--- src/rtl/mem_pkg.sv ---
// Shared definitions for the banked-RAM requester: FSM encoding, bank map,
// rw polarity and CPU-side request/response records.
package mem_pkg;

  localparam int BANK_LSB  = 24;
  localparam int NUM_BANKS = 8;

  localparam logic RW_READ  = 1'b0;
  localparam logic RW_WRITE = 1'b1;

  typedef logic [2:0] state_t;
  localparam state_t ST_IDLE   = 3'd0;
  localparam state_t ST_SETUP  = 3'd1;
  localparam state_t ST_ACCESS = 3'd2;
  localparam state_t ST_HOLD   = 3'd3;
  localparam state_t ST_RESP   = 3'd4;

  typedef struct packed {
    logic        we;
    logic [31:0] addr;
    logic [31:0] wdata;
  } mem_req_t;

  typedef struct packed {
    logic [31:0] rdata;
    logic        err;
  } mem_rsp_t;

endpackage

--- src/rtl/access_timer.sv ---
// Loadable 4-bit down-counter; done flags the last cycle of a loaded interval.
module access_timer (
  input  logic       clk,
  input  logic       rst_n,
  input  logic       load_i,
  input  logic [3:0] load_val_i,
  input  logic       en_i,
  output logic       done_o
);

  logic [3:0] count_q, count_d;

  always_comb begin
    count_d = count_q;
    if (load_i) begin
      count_d = load_val_i;
    end else if (en_i && (count_q != 4'd0)) begin
      count_d = count_q - 4'd1;
    end
  end

  always_ff @(posedge clk or negedge rst_n) begin
    if (!rst_n) begin
      count_q <= 4'd0;
    end else begin
      count_q <= count_d;
    end
  end

  assign done_o = (count_q == 4'd1);

endmodule

--- src/rtl/mem_requester.sv ---
// Turns one CPU load/store at a time into a SETUP / ACCESS / HOLD sequence
// on the banked RAM, then presents the response until the CPU takes it.
module mem_requester #(
  parameter int ADDR_W      = 32,
  parameter int DATA_W      = 32,
  parameter int WAIT_CYCLES = 2,
  parameter int NUM_BANKS   = mem_pkg::NUM_BANKS,
  parameter int BANK_LSB    = mem_pkg::BANK_LSB
) (
  input  logic              clk,
  input  logic              rst_n,
  input  logic              req_valid,
  output logic              req_ready,
  input  logic              req_we,
  input  logic [ADDR_W-1:0] req_addr,
  input  logic [DATA_W-1:0] req_wdata,
  output logic              rsp_valid,
  input  logic              rsp_ready,
  output logic [DATA_W-1:0] rsp_rdata,
  output logic              rsp_err,
  output logic [ADDR_W-1:0] mem_address,
  output logic [DATA_W-1:0] mem_dataIn,
  output logic              mem_rw,
  input  logic [DATA_W-1:0] mem_out,
  output logic [15:0]       txn_count
);

  import mem_pkg::state_t;
  import mem_pkg::ST_IDLE;
  import mem_pkg::ST_SETUP;
  import mem_pkg::ST_ACCESS;
  import mem_pkg::ST_HOLD;
  import mem_pkg::ST_RESP;
  import mem_pkg::RW_READ;
  import mem_pkg::RW_WRITE;

  localparam int BANK_W = ADDR_W - BANK_LSB;

  state_t            state_q, state_d;
  logic              we_q, we_d;
  logic [ADDR_W-1:0] addr_q, addr_d;
  logic [DATA_W-1:0] wdata_q, wdata_d;
  logic [DATA_W-1:0] rdata_q, rdata_d;
  logic              err_q, err_d;
  logic              rsp_valid_q, rsp_valid_d;
  logic              rw_q, rw_d;
  logic [15:0]       txn_count_q, txn_count_d;
  logic [BANK_W-1:0] bank_field;
  logic              bank_ok;
  logic              timer_done;

  assign bank_field = req_addr[ADDR_W-1:BANK_LSB];
  assign bank_ok    = (bank_field < BANK_W'(NUM_BANKS));

  access_timer u_access_timer (
    .clk       (clk),
    .rst_n     (rst_n),
    .load_i    (state_q == ST_SETUP),
    .load_val_i(4'(WAIT_CYCLES)),
    .en_i      (state_q == ST_ACCESS),
    .done_o    (timer_done)
  );

  // Out-of-range banks skip the RAM and leave address/data untouched.
  // rsp_valid comes up one cycle after entering RESP on that path.
  always_comb begin
    state_d     = state_q;
    we_d        = we_q;
    addr_d      = addr_q;
    wdata_d     = wdata_q;
    rdata_d     = rdata_q;
    err_d       = err_q;
    rsp_valid_d = rsp_valid_q;
    txn_count_d = txn_count_q;
    case (state_q)
      ST_IDLE: begin
        if (req_valid) begin
          we_d    = req_we;
          rdata_d = '0;
          err_d   = !bank_ok;
          if (bank_ok) begin
            addr_d  = req_addr;
            wdata_d = req_wdata;
            state_d = ST_SETUP;
          end else begin
            state_d = ST_RESP;
          end
        end
      end
      ST_SETUP:  state_d = ST_ACCESS;
      ST_ACCESS: begin
        if (timer_done) begin
          state_d = ST_HOLD;
          if (we_q == RW_READ) begin
            rdata_d = mem_out;
          end
        end
      end
      ST_HOLD: begin
        state_d     = ST_RESP;
        rsp_valid_d = 1'b1;
      end
      ST_RESP: begin
        if (!rsp_valid_q) begin
          rsp_valid_d = 1'b1;
        end else if (rsp_ready) begin
          rsp_valid_d = 1'b0;
          txn_count_d = txn_count_q + 16'd1;
          state_d     = ST_IDLE;
        end
      end
      default: state_d = ST_IDLE;
    endcase
    rw_d = (state_d == ST_ACCESS) && (we_q == RW_WRITE);
  end

  always_ff @(posedge clk or negedge rst_n) begin
    if (!rst_n) begin
      state_q     <= ST_IDLE;
      we_q        <= 1'b0;
      addr_q      <= '0;
      wdata_q     <= '0;
      rdata_q     <= '0;
      err_q       <= 1'b0;
      rsp_valid_q <= 1'b0;
      rw_q        <= 1'b0;
      txn_count_q <= 16'd0;
    end else begin
      state_q     <= state_d;
      we_q        <= we_d;
      addr_q      <= addr_d;
      wdata_q     <= wdata_d;
      rdata_q     <= rdata_d;
      err_q       <= err_d;
      rsp_valid_q <= rsp_valid_d;
      rw_q        <= rw_d;
      txn_count_q <= txn_count_d;
    end
  end

  assign req_ready   = (state_q == ST_IDLE);
  assign rsp_valid   = rsp_valid_q;
  assign rsp_rdata   = rdata_q;
  assign rsp_err     = err_q;
  assign mem_address = addr_q;
  assign mem_dataIn  = wdata_q;
  assign mem_rw      = rw_q;
  assign txn_count   = txn_count_q;

endmodule
--- config.mk ---
export PLATFORM = sky130hd
export DESIGN_NAME = mem_requester
export DESIGN_NICKNAME = d
export VERILOG_FILES = /design/src/rtl/mem_pkg.sv /design/src/rtl/access_timer.sv /design/src/rtl/mem_requester.sv
export SDC_FILE = /design/constraint.sdc
export NUM_CORES = 1
export LEC_CHECK = 0
export BUFFER_PORTS_ARGS = -buffer_cell sky130_fd_sc_hd__buf_2
export CAP_MARGIN = 0
export CORE_UTILIZATION = 47
export CTS_CLUSTER_SIZE = 12
export DETAILED_ROUTE_END_ITERATION = 12
export PLACE_DENSITY = 0.8
export SLEW_MARGIN = 0
export SYNTH_ARGS = -nofsm -noshare
export SYNTH_HDL_FRONTEND = slang
export SYNTH_HIERARCHICAL = 1
export SYNTH_SLANG_ARGS = --single-unit
--- constraint.sdc ---
create_clock -name clk -period 2.3 [get_ports clk]
set_input_delay 0.345 -clock clk [delete_from_list [all_inputs] [get_ports clk]]
set_output_delay 0.345 -clock clk [all_outputs]
set_load 0.01 [all_outputs]
---- Word level (Yosys, flattened, before mapping) ----
Index checks and enable logic that the tools add are counted.
cells by class
  $add $sub $neg .......................... 2
  order comparisons ....................... 1
  equal/unequal tests ..................... 9
  multiplexer cells ....................... 15
  reductions and logical operators ........ 12
operators with widths
  cell                                                                           number
  32-bit 2-to-1 mux                                                              3
  32-bit case mux with 2 select lines                                            1
  16-bit by 1-bit adder with 16-bit output (second input constant)               1
  3-bit 2-to-1 mux                                                               5
  3-bit case mux with 5 select lines                                             1
  3-bit by 2-bit equality test with 1-bit output (second input constant)         3
  8-bit by 4-bit less-than comparator with 1-bit output (second input constant)  1
  4-bit 2-to-1 mux                                                               2
  2-bit != test (second input constant)                                          3
  3-bit AND reduction                                                            2
  2-bit nonzero test                                                             3
  4-bit by 1-bit equality test with 1-bit output (second input constant)         1
  4-bit AND reduction                                                            1
  4-bit nonzero test                                                             1
  4-bit by 1-bit subtractor with 4-bit output (second input constant)            1
  3-bit by 1-bit equality test with 1-bit output (second input constant)         1
  3-bit equality test (second input constant)                                    1
  3-bit logical NOT                                                              1
  1-bit logical AND                                                              2
  1-bit 2-to-1 mux                                                               2
  1-bit case mux with 2 select lines                                             1
  2-bit AND reduction                                                            1
  1-bit logical NOT                                                              1
storage, ports and cells
  logic and storage cells ................. 49
  flip-flop bits (word level) ............. 123
  bits of input ports ..................... 101

---- Logic depth before layout (Yosys ltp) ----
Gate-level depths: netlist of the first run.
  depth after elaboration ................. 6
  depth in mapped cells ................... 7
  gate-level depth less buffers ........... 6

---- Cells and area by module ----
The synthesis of the first run kept the hierarchy.
modules (own cells, without submodules)
  module         area each (um^2)  instances  cells an instance
  mem_requester  4,510.6           1          300
  access_timer   282.8             1          29

---- Least setup slack after synthesis of the first run ----
OpenSTA, ideal clock, no wires.
  kind .................................... reg2reg
  from .................................... reg state_q[0]
  to ...................................... reg addr_q[14] (netlist: mem_address[14])
  stages on the path, launching flop included .. 7
  data arrival time ....................... 1.744 ns
  slack ................................... 0.431 ns
  period minus slack after synthesis ...... 1.869 ns
  path buffers ............................ 2
  path through ............................ dfrtp_1 -> nor3_2 -> nand2_1 -> nor2_1 -> buf_4 -> buf_4 -> mux2_2
on the way
  longest elaborated chain between the ends .. 2
RTL lines
  element                               RTL line              RTL
  from (decl)                           mem_requester.sv:39   state_t state_q, state_d;
  from (signal assigned)                mem_requester.sv:129  state_q <= state_d;
  3-bit logical NOT                     n/a
  net req_ready                         mem_requester.sv:13   output logic req_ready,
  3-bit AND reduction (no source line)  n/a
  to (signal assigned)                  mem_requester.sv:131  addr_q <= addr_d;
  to (decl)                             mem_requester.sv:41   logic [ADDR_W-1:0] addr_q, addr_d;
The timed path passes the listed nets, and every way through them passes these cells.
A chain may end at the register's enable or synchronous reset.

---- Worst setup path after layout of the first run ----
  from .................................... reg state_q[0]
  to ...................................... reg wdata_q[2] (netlist: mem_dataIn[2])
on the way
  longest elaborated chain between the ends .. 2
RTL lines
  element                               RTL line              RTL
  3-bit logical NOT                     mem_requester.sv:75   case (state_q)
  3-bit AND reduction (no source line)  n/a
  to (signal assigned)                  mem_requester.sv:132  wdata_q <= wdata_d;
  to (decl)                             mem_requester.sv:42   logic [DATA_W-1:0] wdata_q, wdata_d;
Every way passes these cells.

==> results of run 1 <==
## worst max-delay path: cells and delay by family (launching register included)
kind                   cells  cell delay (ns)
DFF                        1             0.43
muxes                      1             0.39
and+or+nand+nor            3             0.68
buffers and inverters      1             0.29
## power by group
part / switching, uW / internal (uW)
clock: 952 / 1750
combinational: 649 / 625
sequential: 269 / 2540
## synthesized netlist by cell type (2+ instances only)
| cell type | number | share of area |
|---|---|---|
| sky130_fd_sc_hd__nand2b_1 | 2 | 0.0026 |
| sky130_fd_sc_hd__dfrtp_1 | 123 | 0.64 |
| sky130_fd_sc_hd__xnor2_1 | 9 | 0.016 |
| sky130_fd_sc_hd__a22o_1 | 32 | 0.058 |
| sky130_fd_sc_hd__nand3_1 | 6 | 0.0063 |
| sky130_fd_sc_hd__nand2_1 | 13 | 0.010 |
| sky130_fd_sc_hd__nor2b_1 | 6 | 0.0078 |
| sky130_fd_sc_hd__nand4_1 | 2 | 0.0026 |
| sky130_fd_sc_hd__nor3_1 | 4 | 0.0042 |
| sky130_fd_sc_hd__a21oi_1 | 3 | 0.0031 |
| sky130_fd_sc_hd__buf_2 | 8 | 0.0084 |
| sky130_fd_sc_hd__ha_1 | 3 | 0.0078 |
| sky130_fd_sc_hd__nor2_1 | 8 | 0.0063 |
| sky130_fd_sc_hd__buf_4 | 6 | 0.0094 |
| sky130_fd_sc_hd__mux2_2 | 51 | 0.12 |
| sky130_fd_sc_hd__conb_1 | 2 | 0.0016 |
| sky130_fd_sc_hd__mux2_1 | 10 | 0.023 |
| sky130_fd_sc_hd__and3_1 | 2 | 0.0026 |
| sky130_fd_sc_hd__nor3b_1 | 4 | 0.0063 |
| sky130_fd_sc_hd__inv_1 | 4 | 0.0031 |
| sky130_fd_sc_hd__xor2_1 | 6 | 0.011 |
| sky130_fd_sc_hd__o21ai_1 | 2 | 0.0021 |
## worst paths after layout
check,from,depth (start not counted),endpoint,slack (ns)
max in group asynchronous,rst_n,3,mem_address[31],1.20
setup / recovery,state_q[0],5,mem_dataIn[2],0.33
hold / removal,req_addr[13],2,mem_address[13],0.07
min in group asynchronous,rst_n,2,rsp_rdata[21],0.45
hold reg to reg,mem_address[12],1,mem_address[12],0.48
setup reg to reg,state_q[0],5,mem_dataIn[2],0.33
## state kept, by name, summed over array words and instances (netlist names)
register / cells
mem_address: 32
mem_dataIn: 32
rsp_rdata: 32
txn_count: 16
u_access_timer/count_q: 4
state_q: 3
mem_rw: 1
rsp_err: 1
rsp_valid: 1
we_q: 1
## layer usage
layer	wire [um]	share of wire
met4	223	0.020
met3	662	0.059
met2	5784	0.52
met1	4494	0.40
met5	0	0
## through the flow
step                utilization  cells  power (uW)  setup slack, ns
global placement         0.6182    674        4039           0.4386
global route             0.6821    707        7115           0.2586
finish                   0.6821    707        6781           0.3345
CTS                      0.6821    707        6848           0.3506
floorplan                     -    331        3486           0.4314
detailed placement       0.6182    674        4120           0.3582
## cell type report
| cell class | count | area, um^2 |
|---|---|---|
| Fill cell | 753 | 3122 |
| Sequential cell | 123 | 3078 |
| Multi-Input combinational cell | 190 | 1630 |
| Timing Repair Buffer | 225 | 1191 |
| Clock buffer | 20 | 455.4 |
| Tap cell | 133 | 166.4 |
| Clock inverter | 12 | 161.4 |
| Inverter | 4 | 15.01 |
## cells by family (layout without fill, tap and decap cells)
kind of cell | count (synthesis) | in the layout
fa+ha+maj | 3 | 3
mux | 62 | 62
flops | 123 | 123
simple gates | 59 | 59
compound gates | 47 | 47
buf+inv | 18 | 261
other cells | 2 | 4
xor+xnor | 15 | 15
## placed cells by master (no fill, tap or decap), types with 2 or more instances in the layout
cell type	netlist	routed
sky130_fd_sc_hd__buf_2	8	215
sky130_fd_sc_hd__dfrtp_1	123	123
sky130_fd_sc_hd__mux2_2	51	51
sky130_fd_sc_hd__a22o_1	32	32
sky130_fd_sc_hd__clkbuf_16	0	16
sky130_fd_sc_hd__nand2_1	13	13
sky130_fd_sc_hd__mux2_1	10	10
sky130_fd_sc_hd__xnor2_1	9	9
sky130_fd_sc_hd__nor2_1	8	7
sky130_fd_sc_hd__nor2b_1	6	6
sky130_fd_sc_hd__nand3_1	6	6
sky130_fd_sc_hd__xor2_1	6	6
sky130_fd_sc_hd__buf_4	6	6
sky130_fd_sc_hd__nor3b_1	4	4
sky130_fd_sc_hd__inv_1	4	4
sky130_fd_sc_hd__nor3_1	4	4
sky130_fd_sc_hd__clkbuf_8	0	4
sky130_fd_sc_hd__conb_1	2	4
sky130_fd_sc_hd__a21oi_1	3	3
sky130_fd_sc_hd__ha_1	3	3
sky130_fd_sc_hd__clkinvlp_4	0	3
sky130_fd_sc_hd__clkinv_4	0	3
sky130_fd_sc_hd__bufinv_16	0	3
sky130_fd_sc_hd__buf_12	0	3
sky130_fd_sc_hd__nand2b_1	2	2
sky130_fd_sc_hd__and3_1	2	2
sky130_fd_sc_hd__nand4_1	2	2
sky130_fd_sc_hd__inv_6	0	2
sky130_fd_sc_hd__o21ai_1	2	2
==> key figures, run 1 <==
STA
  – Shortest clock period the worst path allows after layout: 1.965 ns
  – Worst hold slack: 0.06836 ns
  – Setup total negative slack: 0 ns
  – Unrepaired setup endpoints after global routing: no
  – Fmax: 508.8 MHz
  – # setup viols final: 0
  – Final critical-path share of the clock period: 0.8546
  – Rel. slew slack: 0.5200
  – Number of max-slew violations in the final report: 0
  – Fin. Hold Viols: 0
  – Worst Skew: 0.01142 ns
  – Worst-margin pin slew: 0.7200 ns

Setup path
  – Sort of element at the start of the critical path: flip-flop
  – Arrival time of the worst setup path: 2.33 ns
  – Required time worst endpoint: 2.67 ns
  – Crit-path max cell delay: 0.43 ns
  – Worst setup path category: flip-flop to flip-flop
  – Highest net fanout along the worst path: 66
  – Type of element capturing the critical path: flip-flop
  – Cell with the largest stage delay on the worst path: sky130_fd_sc_hd__dfrtp_1
  – Worst path cell trace: nor3_2, nand2_1, nor2_4, buf_12, mux2_2

Clock tree
  – Number of buffers inserted during clock tree synthesis: 17
  – Clock root buffer: sky130_fd_sc_hd__clkbuf_8
  – Number of buffers inserted by post-CTS setup repair: 0
  – Worst skew pair latency: 0.49 ns
  – H-tree levels: 4
  – Clock Sinks: 123
  – Reg clk slew, reported paths: 0.06 ns
  – Cts repair resizes: 0
  – Post-CTS Hold Fix Bufs: 1
  – Clock tree from TritonCTS: done
  – Number of buffers between clock root and the deepest sink: 2

Yosys
  – Main combinational cell family by area after synthesis: multiplexers
  – Count of unique library cells instantiated by Yosys: 45
  – Complex-gate fraction of the synthesized area: 0.08014
  – Multiplexer area fraction after synthesis: 0.1454
  – Post-synthesis share of cell area spent on full adders, half adders and majority gates: 0.007831
  – Synthesized area divided by synthesized cell count: 14.57 um^2
  – Xor-xnor portion of the synthesized cell area: 0.02741
  – Synthesized area: 4793 um^2
  – Synthesized-area fraction occupied by and/or/nand/nor cells: 0.07465
  – Top FF cell, synth: sky130_fd_sc_hd__dfrtp_1
  – Number of flops mapped to enable cells by yosys: 0
  – Part of the Yosys area used for sequential elements: 0.6421
  – Proportion of register bits with asynchronous set or reset after synthesis: 1.000
  – Number of register bits inferred by synthesis: 123
  – Synth Warn #: 6
  – Count of mapped cells out of synthesis: 329

GRT
  – Met3 track demand over resource in global routing: 0.05627
  – Met2 track demand over resource: 0.3590
  – Number of global-route vias before repair: 3446
  – Total overflow reported by the global router: 0
  – Total global-route track usage: 0.2080
  – Pin count of the biggest net entering global routing: 67
  – Antenna violations before repair: 0
  – Met1 Resource Use GR: 0.2445
  – Highest-utilization routing layer at the global route stage: met2
  – Global-route wire length before repair: 16.56 mm

Finish
  – Syn-to-layout area delta: 39.73%
  – Final standard cell area without fillers: 6698 um^2
  – Diodes inserted: 0
  – Share of cells above drive strength 1: 0.5488
  – Number of nets in the layout: 665

Die
  – Die footprint: 10610 um^2
  – Die Span Y: 103.0 um
  – Core Rows: 36
  – Core Footprint: 9819 um^2
  – Die span in x: 103.0 um
  – I/O Pins: 217
  – Effective utilization at floorplan: 0.4881

Drt
  – Number of vias after detailed routing: 3522
  – Wirelength per Cell: 15.79 um
  – Total detailed-routing wirelength: 11.17 mm
  – Per-cell via count in the routed design: 4.982
  – Remaining routing DRC violations: 0
  – Violation count after the first detailed-route iteration: 79
  – Initial DRT Pass Iterations: 4
  – Number of routed nets with antenna violations: 0

Placed design
  – Final weighted congestion in routability-driven placement: 0.7754
  – Port buffer count: 216
  – Placed instance area: 6071 um^2
  – Sum of net half-perimeters after detailed placement: 8.091 mm

Pwr
  – Maximum vdd ir drop: 0.6118 mV
  – Total leakage power: 0.003698 uW
  – Power per cell area: 1012 nW/um^2

Job
  – Total of max-cap violations: 0

Worst hold path
  – Worst hold-check path type: primary input to flip-flop

Run status
  – Outcome: complete, no violations
(Power assumes the default switching activity.)
==> run 2, diff against run 1 <==
--- a/config.mk
+++ b/config.mk
@@ -7,10 +7,13 @@
 export LEC_CHECK = 0
 export BUFFER_PORTS_ARGS = -buffer_cell sky130_fd_sc_hd__buf_2
 export CAP_MARGIN = 0
+export CORE_MARGIN = 4
 export CORE_UTILIZATION = 47
 export CTS_CLUSTER_SIZE = 12
 export DETAILED_ROUTE_END_ITERATION = 12
+export MAX_ROUTING_LAYER = met4
 export PLACE_DENSITY = 0.8
+export SKIP_CTS_REPAIR_TIMING = 1
 export SLEW_MARGIN = 0
 export SYNTH_ARGS = -nofsm -noshare
 export SYNTH_HDL_FRONTEND = slang
==> key figures, run 2 (synthesis results as in run 1) <==
Worst hold path
  – Worst hold-check path type: primary input to flip-flop (unchanged)

Setup path
  – Cell with the largest stage delay on the worst path: sky130_fd_sc_hd__dfrtp_1 (unchanged)
  – Worst setup path category: flip-flop to flip-flop (unchanged)
  – Arrival time of the worst setup path: 2.32 ns (was 2.33 ns)
  – Number of buffer and inverter stages on the critical path: 1 (unchanged)
  – Worst path top cell family by delay: simple AND/OR/NAND/NOR gates (unchanged)
  – Type of element capturing the critical path: flip-flop (unchanged)
  – Sort of element at the start of the critical path: flip-flop (unchanged)
  – Worst path cell trace: nor3_2, nand2_1, nor2_4, buf_12, mux2_2 (unchanged)
  – Highest net fanout along the worst path: 58 (was 66)
  – Required time worst endpoint: 2.68 ns (was 2.67 ns)
  – Crit-path max cell delay: 0.44 ns (was 0.43 ns)

Drt
  – Number of routed nets with antenna violations: 0 (unchanged)
  – Initial DRT Pass Iterations: 4 (unchanged)
  – Number of vias after detailed routing: 3577 (was 3522)
  – Amount of wire on met3 after detailed routing: 777 um (was 662 um)
  – Violation count after the first detailed-route iteration: 230 (was 79)
  – Wirelength per Cell: 16.94 um (was 15.79 um)
  – Per-cell via count in the routed design: 5.059 (was 4.982)
  – Remaining routing DRC violations: 0 (unchanged)
  – Wire length the detailed router placed on met1: 4.692 mm (was 4.494 mm)
  – Total detailed-routing wirelength: 11.98 mm (was 11.17 mm)
  – Highest Signal Layer: met4 (unchanged)
  – Routed length on met2: 6.237 mm (was 5.784 mm)

Clock tree
  – Clock root buffer: sky130_fd_sc_hd__clkbuf_8 (unchanged)
  – Clock tree from TritonCTS: done (unchanged)
  – Reg clk slew, reported paths: 0.06 ns (about the same)
  – Worst skew pair latency: 0.49 ns (about the same)
  – H-tree levels: 4 (unchanged)
  – Clock Sinks: 123 (unchanged)
  – Number of buffers inserted during clock tree synthesis: 17 (unchanged)
  – Number of buffers between clock root and the deepest sink: 2 (unchanged)

STA
  – Worst Skew: 0.008825 ns (was 0.01142 ns)
  – Number of max-slew violations in the final report: 0 (unchanged)
  – Final critical-path share of the clock period: 0.8447 (was 0.8546)
  – Setup total negative slack: 0 ns (unchanged)
  – Unrepaired setup endpoints after global routing: no (unchanged)
  – Shortest clock period the worst path allows after layout: 1.943 ns (was 1.965 ns)
  – Fin. Hold Viols: 0 (unchanged)
  – Fmax: 514.7 MHz (was 508.8 MHz)
  – # setup viols final: 0 (unchanged)

Job
  – Total of max-cap violations: 0 (unchanged)

GRT
  – Global-route wire length before repair: 18.10 mm (was 16.56 mm)
  – Pin count of the biggest net entering global routing: 83 (was 67)
  – Total global-route track usage: 0.2038 (was 0.2080)
  – Number of global-route vias before repair: 3672 (was 3446)
  – Total overflow reported by the global router: 0 (unchanged)
  – Antenna violations before repair: 0 (unchanged)

Pwr
  – Power per cell area: 1006 nW/um^2 (was 1012 nW/um^2)
  – Maximum vdd ir drop: 0.5344 mV (was 0.6118 mV)
  – Total power draw: 6723 uW (was 6781 uW)
  – Total leakage power: 0.003694 uW (was 0.003698 uW)

Die
  – Core Footprint: 9864 um^2 (was 9819 um^2)
  – Effective utilization at floorplan: 0.4859 (was 0.4881)
  – Die Span Y: 109.0 um (was 103.0 um)
  – I/O Pins: 217 (unchanged)
  – Die footprint: 11880 um^2 (was 10610 um^2)
  – Die span in x: 109.0 um (was 103.0 um)
  – Core Rows: 36 (unchanged)

Placed design
  – Port buffer count: 216 (unchanged)
  – Placed instance area: 6071 um^2 (unchanged)
  – Cell total after placement: 674 (unchanged)
  – Final weighted congestion in routability-driven placement: 0.7996 (was 0.7754)
  – Sum of net half-perimeters after detailed placement: 8.676 mm (was 8.091 mm)

Finish
  – Final standard cell count with taps included and fillers excluded: 707 (unchanged)
  – Diodes inserted: 0 (unchanged)
  – Leading cell type in the layout, fill and taps excluded: sky130_fd_sc_hd__buf_2 (unchanged)
  – Utilization of the core after routing: 0.6772 (was 0.6821)
  – Number of nets in the layout: 665 (unchanged)
  – Leading cell types in the layout, fill and taps excluded: sky130_fd_sc_hd__buf_2 (215), sky130_fd_sc_hd__dfrtp_1 (123), sky130_fd_sc_hd__mux2_2 (51) (unchanged)
  – Syn-to-layout area delta: 39.36% (was 39.73%)
  – Share of cells above drive strength 1: 0.5470 (was 0.5488)
  – Final standard cell area without fillers: 6680 um^2 (was 6698 um^2)

Run status
  – Outcome: complete, no violations (unchanged)
run 2: cell types whose count changed in the layout (fill, tap and decap cells not counted), sizes merged:
cell and change:
clkbuf -1, clkinv +2, clkinvlp -1
run 2: cell type report:
class / instances / area, um^2
fill: 704 / 3184
sequential: 123 / 3078
multi-input combinational: 190 / 1630
timing repair buffer: 225 / 1191
clock buffer: 19 / 431.7
clock inverter: 13 / 167.7
tap: 133 / 166.4
inverter: 4 / 15.01
run 2: power breakdown:
part	total [uW]	switching [uW]	internal, uW
Combinational	1280	653	624
Sequential	2810	270	2540
Clock	2640	950	1690
run 2: metal layers:
metal,vias to the layer above,track usage
li1,1653,-
met2,143,0.3342
met1,1759,0.2416
met3,22,0.04737
met5,-,-
met4,0,0.08747
run 2: through the flow:
stage	hold slack, ns	setup slack [ns]
after floorplan	0.04941	0.4314
after global placement	0.3384	0.4527
after detailed placement	0.3386	0.3763
after CTS	-0.2033	0.3714
after global routing	0.04240	0.2267
final	0.06533	0.3571
run 2: final timing paths:
path | from | endpoint | slack [ns] | depth (start not counted)
max | state_q[0] | mem_address[15] | 0.36 | 5
min | req_addr[12] | mem_address[12] | 0.07 | 2
max reg2reg | state_q[0] | mem_address[15] | 0.36 | 5
min reg2reg | txn_count[15] | txn_count[15] | 0.49 | 1
max in group asynchronous | rst_n | rsp_valid | 1.50 | 3
min in group asynchronous | rst_n | mem_address[9] | 0.37 | 3
==> run 3, diff against run 2 <==
==> constraint.sdc (replaced) <==
create_clock -name clk -period 1.96 [get_ports clk]
set_input_delay 0.294 -clock clk [delete_from_list [all_inputs] [get_ports clk]]
set_output_delay 0.294 -clock clk [all_outputs]
set_load 0.01 [all_outputs]
==> key figures, run 3 (synthesis results as in run 1) <==
Run status
  – Outcome: complete, no violations (unchanged)

GRT
  – Pin count of the biggest net entering global routing: 60 (was 83)
  – Antenna violations before repair: 0 (unchanged)
  – Global-route wire length before repair: 18.35 mm (was 18.10 mm)
  – Total overflow reported by the global router: 0 (unchanged)
  – Total global-route track usage: 0.2074 (was 0.2038)
  – Number of global-route vias before repair: 3727 (was 3672)

Setup path
  – Worst R2R Setup Slack: 0.13 ns (was 0.36 ns)
  – Required time worst endpoint: 2.39 ns (was 2.68 ns)
  – Count of cells along the worst register-to-register path: 4 (was 5)
  – Sort of element at the start of the critical path: flip-flop (unchanged)
  – Arrival time of the worst setup path: 2.26 ns (was 2.32 ns)
  – Worst setup path category: flip-flop to flip-flop (unchanged)
  – Critical Path Start: state_q[1] (was state_q[0])
  – Endpoint of the most critical register-to-register path: rsp_rdata[5] (was mem_address[15])
  – Last element of the critical path: rsp_rdata[5] (was mem_address[15])
  – Type of element capturing the critical path: flip-flop (unchanged)
  – R2R Path Start: state_q[1] (was state_q[0])
  – Highest net fanout along the worst path: 32 (was 58)

Finish
  – Leading cell types in the layout, fill and taps excluded: sky130_fd_sc_hd__buf_2 (215), sky130_fd_sc_hd__dfrtp_1 (123), sky130_fd_sc_hd__mux2_2 (51) (unchanged)
  – Share of cells above drive strength 1: 0.5346 (was 0.5470)
  – Syn-to-layout area delta: 43.80% (was 39.36%)
  – Number of nets in the layout: 685 (was 665)
  – Diodes inserted: 0 (unchanged)
  – Leading cell type in the layout, fill and taps excluded: sky130_fd_sc_hd__buf_2 (unchanged)
  – Utilization of the core after routing: 0.6988 (was 0.6772)

Drt
  – Wirelength per Cell: 17.64 um (was 16.94 um)
  – Number of vias after detailed routing: 3672 (was 3577)
  – Remaining routing DRC violations: 0 (unchanged)
  – Initial DRT Pass Iterations: 4 (unchanged)
  – Total detailed-routing wirelength: 12.81 mm (was 11.98 mm)
  – Number of routed nets with antenna violations: 0 (unchanged)
  – Violation count after the first detailed-route iteration: 240 (was 230)
  – Per-cell via count in the routed design: 5.058 (was 5.059)

STA
  – Unrepaired setup endpoints after global routing: no (unchanged)
  – Fin. Hold Viols: 0 (unchanged)
  – Setup total negative slack: 0 ns (unchanged)
  – Fmax: 547.5 MHz (was 514.7 MHz)
  – Rel. slew slack: 0.6543
  – Worst Skew: 0.01063 ns (was 0.008825 ns)
  – Worst hold slack: 0.01554 ns (was 0.06533 ns)
  – Shortest clock period the worst path allows after layout: 1.826 ns (was 1.943 ns)
  – # setup viols final: 0 (unchanged)
  – Final critical-path share of the clock period: 0.9319 (was 0.8447)
  – Number of max-slew violations in the final report: 0 (unchanged)
  – Worst-margin pin slew: 0.5142 ns

Clock tree
  – Clock Sinks: 123 (unchanged)
  – Clock root buffer: sky130_fd_sc_hd__clkbuf_8 (unchanged)
  – Number of buffers inserted during clock tree synthesis: 17 (unchanged)
  – Worst skew pair latency: 0.51 ns (was 0.49 ns)
  – Number of buffers between clock root and the deepest sink: 2 (unchanged)
  – Clock tree from TritonCTS: done (unchanged)
  – H-tree levels: 4 (unchanged)
  – Reg clk slew, reported paths: 0.06 ns (about the same)

Worst hold path
  – Worst hold-check path type: primary input to flip-flop (unchanged)

Pwr
  – Total leakage power: 0.003786 uW (was 0.003694 uW)
  – Total power draw: 8106 uW (was 6723 uW)
  – Power per cell area: 1176 nW/um^2 (was 1006 nW/um^2)
  – Maximum vdd ir drop: 0.5954 mV (was 0.5344 mV)

Placed design
  – Sum of net half-perimeters after detailed placement: 8.793 mm (was 8.676 mm)
  – Final weighted congestion in routability-driven placement: 0.7973 (was 0.7996)
  – Port buffer count: 216 (unchanged)

Die
  – Core Rows: 36 (unchanged)
  – Die Span Y: 109.0 um (unchanged)
  – Die footprint: 11880 um^2 (unchanged)
  – I/O Pins: 217 (unchanged)
  – Core Footprint: 9864 um^2 (unchanged)
  – Die span in x: 109.0 um (unchanged)
  – Effective utilization at floorplan: 0.4859 (unchanged)

Job
  – Total of max-cap violations: 0 (unchanged)
run 3: layout make-up:
cell class / instances / area (um^2)
clock buffers: 18 / 427.9
clock inverters: 13 / 191.4
fillers: 679 / 2972
inverters: 4 / 15.01
multi-input cells: 190 / 1630
flip-flops and latches: 123 / 3078
well taps: 133 / 166.4
repair buffers: 245 / 1384
run 3: metal layers:
| layer | up-vias | global-route usage | share of wire |
|---|---|---|---|
| li1 | 1690 | - | - |
| met1 | 1811 | 0.2340 | 0.38 |
| met2 | 151 | 0.3518 | 0.54 |
| met3 | 20 | 0.05447 | 0.063 |
| met4 | 0 | 0.08206 | 0.017 |
| met5 | - | - | 0 |
run 3: where the power goes:
| group | internal, uW | switching [uW] |
|---|---|---|
| logic | 770 | 787 |
| registers | 2980 | 328 |
| clock network | 2100 | 1140 |
| total | 5850 | 2260 |
run 3: critical path, stage by stage, from the launching register on:
cell and delay, ns:
sky130_fd_sc_hd__dfrtp_1 0.45, sky130_fd_sc_hd__or3b_1 0.47, sky130_fd_sc_hd__nor3b_4 0.23, sky130_fd_sc_hd__buf_4 0.37, sky130_fd_sc_hd__a22o_1 0.22
run 3: stage by stage:
stage	setup slack, ns	std cells	instance area (um^2)
floorplan	0.09143	331	4801
global placement	0.2228	677	6093
detailed placement	0.1520	677	6093
CTS	0.1425	708	6713
global route	0.06473	726	6893
finish	0.1335	726	6893
run 3: worst min-delay path by stage:
stage | slack [ns] | to | from | cells past startpoint
floorplan | -0.002 | mem_address[0] | rst_n | 0
global placement | 0.28 | mem_address[12] | rst_n | 1
detailed placement | 0.29 | mem_address[17] | rst_n | 1
CTS | -0.25 | mem_address[17] | rst_n | 1
global route | -0.005 | rsp_rdata[28] | mem_out[28] | 2
finish | 0.02 | mem_address[13] | req_addr[13] | 2
